File: config.mk
export PLATFORM = sky130hd
export DESIGN_NAME = cntr_cmd_ctrl
export DESIGN_NICKNAME = d
export VERILOG_FILES = /design/src/rtl/cntr_ctrl_pkg.sv /design/src/rtl/cntr_cmd_ctrl.sv
export SDC_FILE = /design/constraint.sdc
export NUM_CORES = 1
export LEC_CHECK = 0
export CORE_MARGIN = 2
export CORE_UTILIZATION = 60
export DETAILED_ROUTE_END_ITERATION = 12
export DONT_BUFFER_PORTS = 1
export PLACE_DENSITY_LB_ADDON = 0.12
export SYNTH_ARGS = -nofsm -noshare
export SYNTH_HDL_FRONTEND = slang
export SYNTH_SLANG_ARGS = --single-unit
File: constraint.sdc
create_clock -name clk -period 2.6 [get_ports clk]
set_input_delay 0.65 -clock clk [delete_from_list [all_inputs] [get_ports clk]]
set_output_delay 0.65 -clock clk [all_outputs]
set_load 0.1 [all_outputs]
File: src/rtl/cntr_ctrl_pkg.sv
// Shared definitions for the counter command sequencer: command opcodes and FSM states.
package cntr_ctrl_pkg;

    typedef enum logic [1:0] {
        OP_LOAD = 2'b00,
        OP_DIR  = 2'b01,
        OP_SEEK = 2'b10,
        OP_HOLD = 2'b11
    } op_e;

    typedef enum logic [2:0] {
        S_IDLE,
        S_LOAD,
        S_HOLD,
        S_SEEK,
        S_DONE
    } state_e;

endpackage

File: src/rtl/cntr_cmd_ctrl.sv
// Command sequencer driving a loadable up/down counter: LOAD, DIR, SEEK (shortest
// modular path with timeout) and HOLD (freeze by repeated reload of the stepped value).
module cntr_cmd_ctrl
    import cntr_ctrl_pkg::*;
#(
    parameter int unsigned W       = 4,
    parameter int unsigned TMO_CYC = 2**W + 2
) (
    input  logic         clk,
    input  logic         reset,
    input  logic         cmd_valid,
    output logic         cmd_ready,
    input  logic [1:0]   cmd_op,
    input  logic [W-1:0] cmd_data,
    input  logic [W-1:0] cnt,
    output logic         load_en,
    output logic [W-1:0] load_data,
    output logic         up_dnb,
    output logic         done,
    output logic         err
);

    localparam int unsigned CMAX = (TMO_CYC > 2**W - 1) ? TMO_CYC : 2**W - 1;
    localparam int unsigned CW   = $clog2(CMAX + 1);
    localparam logic [W-1:0] HALF = {1'b1, {(W-1){1'b0}}};

    // Up when the forward distance is at most half the ring; the tie goes up.
    function automatic logic seek_up(input logic [W-1:0] target, input logic [W-1:0] cur);
        logic [W-1:0] d;
        d = target - cur;
        return (d <= HALF);
    endfunction

    state_e        state_q, state_d;
    logic          load_en_q, load_en_d;
    logic [W-1:0]  load_data_q, load_data_d;
    logic          up_dnb_q, up_dnb_d;
    logic          done_q, done_d;
    logic          err_q, err_d;
    logic [W-1:0]  target_q, target_d;
    logic [CW-1:0] ctr_q, ctr_d;

    assign cmd_ready = (state_q == S_IDLE) & ~reset;
    assign load_en   = load_en_q;
    assign load_data = load_data_q;
    assign up_dnb    = up_dnb_q;
    assign done      = done_q;
    assign err       = err_q;

    always_comb begin
        state_d     = state_q;
        load_en_d   = 1'b0;
        load_data_d = load_data_q;
        up_dnb_d    = up_dnb_q;
        done_d      = 1'b0;
        err_d       = 1'b0;
        target_d    = target_q;
        ctr_d       = ctr_q;
        case (state_q)
            S_IDLE: begin
                if (cmd_valid) begin
                    case (op_e'(cmd_op))
                        OP_LOAD: begin
                            load_data_d = cmd_data;
                            load_en_d   = 1'b1;
                            state_d     = S_LOAD;
                        end
                        OP_DIR: begin
                            up_dnb_d = cmd_data[0];
                            done_d   = 1'b1;
                            state_d  = S_DONE;
                        end
                        OP_SEEK: begin
                            up_dnb_d = seek_up(cmd_data, cnt);
                            target_d = cmd_data;
                            ctr_d    = '0;
                            state_d  = S_SEEK;
                        end
                        OP_HOLD: begin
                            if (cmd_data == '0) begin
                                done_d  = 1'b1;
                                state_d = S_DONE;
                            end else begin
                                load_data_d = up_dnb_q ? cnt + 1'b1 : cnt - 1'b1;
                                load_en_d   = 1'b1;
                                ctr_d       = CW'(cmd_data) - CW'(1);
                                state_d     = S_HOLD;
                            end
                        end
                    endcase
                end
            end
            S_LOAD: begin
                done_d  = 1'b1;
                state_d = S_DONE;
            end
            S_HOLD: begin
                if (ctr_q == '0) begin
                    done_d  = 1'b1;
                    state_d = S_DONE;
                end else begin
                    load_en_d = 1'b1;
                    ctr_d     = ctr_q - 1'b1;
                end
            end
            S_SEEK: begin
                // A match wins over expiry in the same cycle.
                if (cnt == target_q) begin
                    done_d  = 1'b1;
                    state_d = S_DONE;
                end else if (ctr_q == CW'(TMO_CYC - 1)) begin
                    done_d  = 1'b1;
                    err_d   = 1'b1;
                    state_d = S_DONE;
                end else begin
                    ctr_d = ctr_q + 1'b1;
                end
            end
            S_DONE: begin
                state_d = S_IDLE;
            end
            default: begin
                state_d = S_IDLE;
            end
        endcase
    end

    always_ff @(posedge clk) begin
        if (reset) begin
            state_q     <= S_IDLE;
            load_en_q   <= 1'b0;
            load_data_q <= '0;
            up_dnb_q    <= 1'b1;
            done_q      <= 1'b0;
            err_q       <= 1'b0;
            target_q    <= '0;
            ctr_q       <= '0;
        end else begin
            state_q     <= state_d;
            load_en_q   <= load_en_d;
            load_data_q <= load_data_d;
            up_dnb_q    <= up_dnb_d;
            done_q      <= done_d;
            err_q       <= err_d;
            target_q    <= target_d;
            ctr_q       <= ctr_d;
        end
    end

endmodule

=== Word-level counts from Yosys, hierarchy flattened ===
Index checks and enable logic that the tools add are counted.

* Add/subtract/negate cells: 6
* Multiply operators: 0
* Div/mod/pow operators: 0
* Order comparisons: 1
* Eq/ne operators: 17
* Shift-type cells: 0
* Muxes and demuxes: 30
* Bitwise logic cells: 3
* Reduce and logical (&&, ||, !) cells: 13

{| class="wikitable"
|+ Operator list
! cell !! count
|-
| $mux 5 || 5
|-
| $pmux 3 s4 || 2
|-
| $mux 3 || 5
|-
| $pmux 5 s3 || 1
|-
| $ne 2x2->1 const B || 6
|-
| $pmux 5 s2 || 1
|-
| $reduce_and 3->1 || 3
|-
| $mux 1 || 8
|-
| $mux 4 || 2
|-
| $pmux 1 s2 || 4
|-
| $pmux 4 s2 || 1
|-
| $reduce_and 7->1 || 1
|-
| $eq 3x2->1 const B || 2
|-
| $ne 3x3->1 const B || 2
|-
| $add 5x1->5 const B || 1
|-
| $eq 5x5->1 const B || 1
|-
| $logic_not 5->1 || 1
|-
| $sub 4x1->5 const B || 1
|-
| $sub 5x1->5 const B || 1
|-
| $add 4x1->4 const B || 1
|-
| $eq 2x2->1 const B || 2
|-
| $eq 4x4->1 || 1
|-
| $le 4x4->1 const B || 1
|-
| $logic_not 4->1 || 1
|-
| other kinds (14) || 16
|}

* Bits in registers: 20
* Latch bits: 0
* Memory bits (writable): 0
* Memory bits (read-only): 0
* Bits of input ports: 13
* Memories: 0

=== Depth between registers and ports, before layout ===
* Depth in word-level cells: 5
* Mapped depth: 10
* Gate-level depth less buffers: 9

=== Worst setup path before layout ===
Ideal clock, no wire load.

* Path kind: input -> output
* Start: input port reset
* End: output port cmd_ready
* Arrival time: 2.326 ns
* Path slack: -0.376 ns
* Stages: 3
* Buffers on the path: 2
* Cell sequence: clkbuf_1 > buf_1 > nor2_1

* Word-level cells in the longest chain between the ends: 2

{| class="wikitable"
|+ Ends and longest elaborated chain
! element !! line !! source
|-
| start, declared || cntr_cmd_ctrl.sv:10 || <nowiki>input logic reset,</nowiki>
|-
| $not 1->1 || cntr_cmd_ctrl.sv:43 || <nowiki>assign cmd_ready = (state_q == S_IDLE) & ~reset;</nowiki>
|-
| $and 1x1->1 || cntr_cmd_ctrl.sv:43 ||
|-
| end, declared || cntr_cmd_ctrl.sv:12 || <nowiki>output logic cmd_ready,</nowiki>
|}

Every way passes these cells.

=== Final worst setup path ===
* Start: register state_q[2]
* End: output port cmd_ready

* Word-level cells in the longest chain between the ends: 2

{| class="wikitable"
|+ Ends and longest elaborated chain
! element !! line !! source
|-
| start, declared || cntr_cmd_ctrl.sv:34 || <nowiki>state_e state_q, state_d;</nowiki>
|-
| start signal, assigned || cntr_cmd_ctrl.sv:139 || <nowiki>state_q <= state_d;</nowiki>
|-
| $logic_not 3->1 || cntr_cmd_ctrl.sv:43 ||
|-
| $and 1x1->1 || cntr_cmd_ctrl.sv:43 ||
|}

Every way passes these cells.

==> flow_metrics.tcl <==
set metrics [dict create \
    status "completed" \
    grt_pass1_wl_um 5650 \
    cts_hold_buf 0 \
    yosysSeqAreaShare_pct 26.0 \
    grt_max_degree 20 \
    antenna_found_initial 0 \
    place_hpwl_um 2730 \
    place_inst 216 \
    synth.distinct_cells 45 \
    ys.warnings.count 0 \
    overflow 0 \
    hold_path_end "target_q[2]$_SDFFE_PP0P_" \
    r2r_end "ctr_q[4]$_SDFFE_PP0P_" \
    setup-violations-final 0 \
    ir_worst_vdd_v 0.000601 \
    crit_fanout 9 \
    p_leak_nw 0.736 \
    synth_seq_cells 20 \
    cts_tree "yes" \
    die_area_um2 2990 \
    vias 1327 \
    fmax_mhz 437 \
    grt_usage_pct 26.6 \
    finalMaxSlewViolations 0 \
    grt_pass1_vias 1255 \
    hold_start "reset" \
    drive_above_1_share_pct 15.3 \
    clk_pin_slew_ps 120 \
    cts_setup_buffers 0 \
    num_rows 18 \
    diodes 0 \
    start_util_pct 62.7 \
    clkLatencyLatePin_ps 310 \
    grt_setup_unrepaired "no" \
    fp.dieH_um 54.7 \
    clockRootBuffer "clkbuf_4" \
    syn_area_um2 1540 \
    clock-sinks 20 \
    drv_cap 0 \
    skew_ps 1.60 \
    drt-initial-drc-count 30 \
    io_pins 22 \
    routedWlPerCell_um 15.9 \
    final_common_cell "dfxtp_1" \
    yosys_most_used_dff "dfxtp_1" \
    hold_viol_final 0 \
    fillers 195 \
    synth_fp_nets 210 \
    synth_edf_count 0 \
    worst_slew_pin_slew_ps 517 \
    crit_path_end_kind "primary output" \
    firstDrtPassIters 4 \
    fin_tns_setup_ps 0 \
    die_x_um 54.7 \
    final_cells 220 \
    netlist_instances 180 \
    avgSynthCellArea_um2 8.56 \
    min_path_type "primary input to flip-flop" \
    reg2reg_slack_ps 400 \
    port_buffers 0 \
    drc 0 \
    hold_depth 1 \
    period_needed_ps 2290 \
    routed_wl_um 3490 \
    cp.arrival_ps 1640 \
    synthArstFlopShare_pct 0 \
    core_area_um2 2450 \
    rr_startpoint "state_q[1]$_SDFFE_PP0P_" \
    critical_path_class "flip-flop to primary output" \
    hold_slack_ps 386 \
    place_congestion 0.841 \
    cts_max_level 1 \
    final_cell_mix "dfxtp_1 (20), nor2_1 (15), buf_4 (15)" \
    reg2reg_depth 8 \
    cellPowerDensity_nw_per_um2 776 \
    detail-route-antenna-nets 0 \
    clockBufferDepth 2 \
    vias_per_cell 6.03 \
    slew_headroom_pct 65.6 \
    start_kind "flip-flop" \
    ctsResizeCount 0 \
    nets 221 \
    syn_to_final_growth_pct 10.8 \
    cts_inserted_buffers 3 \
    fin_crit_sh_pct 88.0 \
    critPathRequiredTime_ps 1950 \
]
==> layer usage <==
layer / routed length, µm / global-route usage [%] / vias up
li1: - / - / 664
met1: 1490 / 32.9 / 611
met2: 1740 / 46.0 / 44
met3: 196 / 4.64 / 8
met4: 61 / 8.75 / 0
met5: 0 / 0 / -
==> area by class of cell <==
type	count	area (µm²)	share of cell area, %
Clock buffer	3	22.5	1.32
Clock inverter	1	30.0	1.76
Inverter	13	48.8	2.86
Multi-Input combinational cell	138	1050	61.8
Sequential cell	20	400	23.5
Tap cell	30	37.5	2.20
Timing Repair Buffer	15	113	6.60
==> cells in the mapped netlist, drive strengths merged, types with 2 or more instances <==
master	n	share of area, %
a2111oi	3	3.3
a211oi	4	1.9
a21o	2	0.97
a21oi	13	4.2
buf	5	1.5
clkbuf	4	1.1
dfxtp	20	26
fa	3	3.9
ha	14	11
inv	13	3.2
mux2i	6	3.9
nand2	11	2.7
nand3	6	1.9
nand3b	2	0.97
nor2	16	3.9
nor2b	3	1.2
nor3	6	2.6
nor4	2	0.81
o211a	2	1.3
o21a	3	1.5
o21ai	9	3.2
o221ai	2	1.1
or3	3	1.2
xnor2	8	4.5
xor2	6	3.4
==> state kept, by name (all words and copies together) (netlist names) <==
register   cells
ctr_q          5
load_data      4
target_q       4
state_q        3
done           1
err            1
load_en        1
up_dnb         1
==> logic make-up (layout without fill, tap and decap cells) <==
group | count (synthesis) | in the layout | share of synthesized area (%)
AND/OR/NAND/NOR | 54 | 54 | 18.4
multiplexers | 6 | 6 | 3.90
buffers and inverters | 22 | 32 | 5.69
adder cells (fa/ha/maj) | 17 | 17 | 15.3
flip-flops | 20 | 20 | 26.0
XOR/XNOR | 14 | 14 | 7.96
AO/OA/AOI/OAI | 47 | 47 | 22.7
==> worst max-delay path: stages, from the launching register on <==
cell and delay [ps]:
dfxtp_1 450, or3_1 460, nor2_2 110, buf_4 300
==> power by group <==
| part | switching (mW) | total, mW | internal (mW) |
|---|---|---|---|
| logic | 0.383 | 0.639 | 0.256 |
| registers | 0.0643 | 0.422 | 0.358 |
| clock network | 0.107 | 0.263 | 0.156 |
| total | 0.554 | 1.32 | 0.770 |
==> stage by stage <==
stage	power (mW)	utilization [%]	cell area, µm²	worst slack, ps
2_1_floorplan	0.941	-	1540	78.0
3_3_place_gp	1.05	67.4	1650	238
3_5_place_dp	1.07	67.4	1650	184
4_1_cts	1.33	69.5	1710	316
5_1_grt	1.42	69.5	1710	93.8
6_report	1.32	69.5	1710	312
==> how the worst max path moves through the flow <==
stage	to	depth (start not counted)	slack, ps	from
after floorplan	cmd_ready	3	80	reset
after global placement	ctr_q[1]$_SDFFE_PP0P_	8	240	cmd_data[0]
final	cmd_ready	3	310	state_q[2]$_SDFFE_PP0P_
after global routing	ctr_q[4]$_SDFFE_PP0P_	8	90	state_q[1]$_SDFFE_PP0P_
after detailed placement	ctr_q[1]$_SDFFE_PP0P_	8	180	cmd_data[0]
after CTS	cmd_ready	3	320	state_q[2]$_SDFFE_PP0P_
No activity file was read; power rests on OpenSTA's default activity.
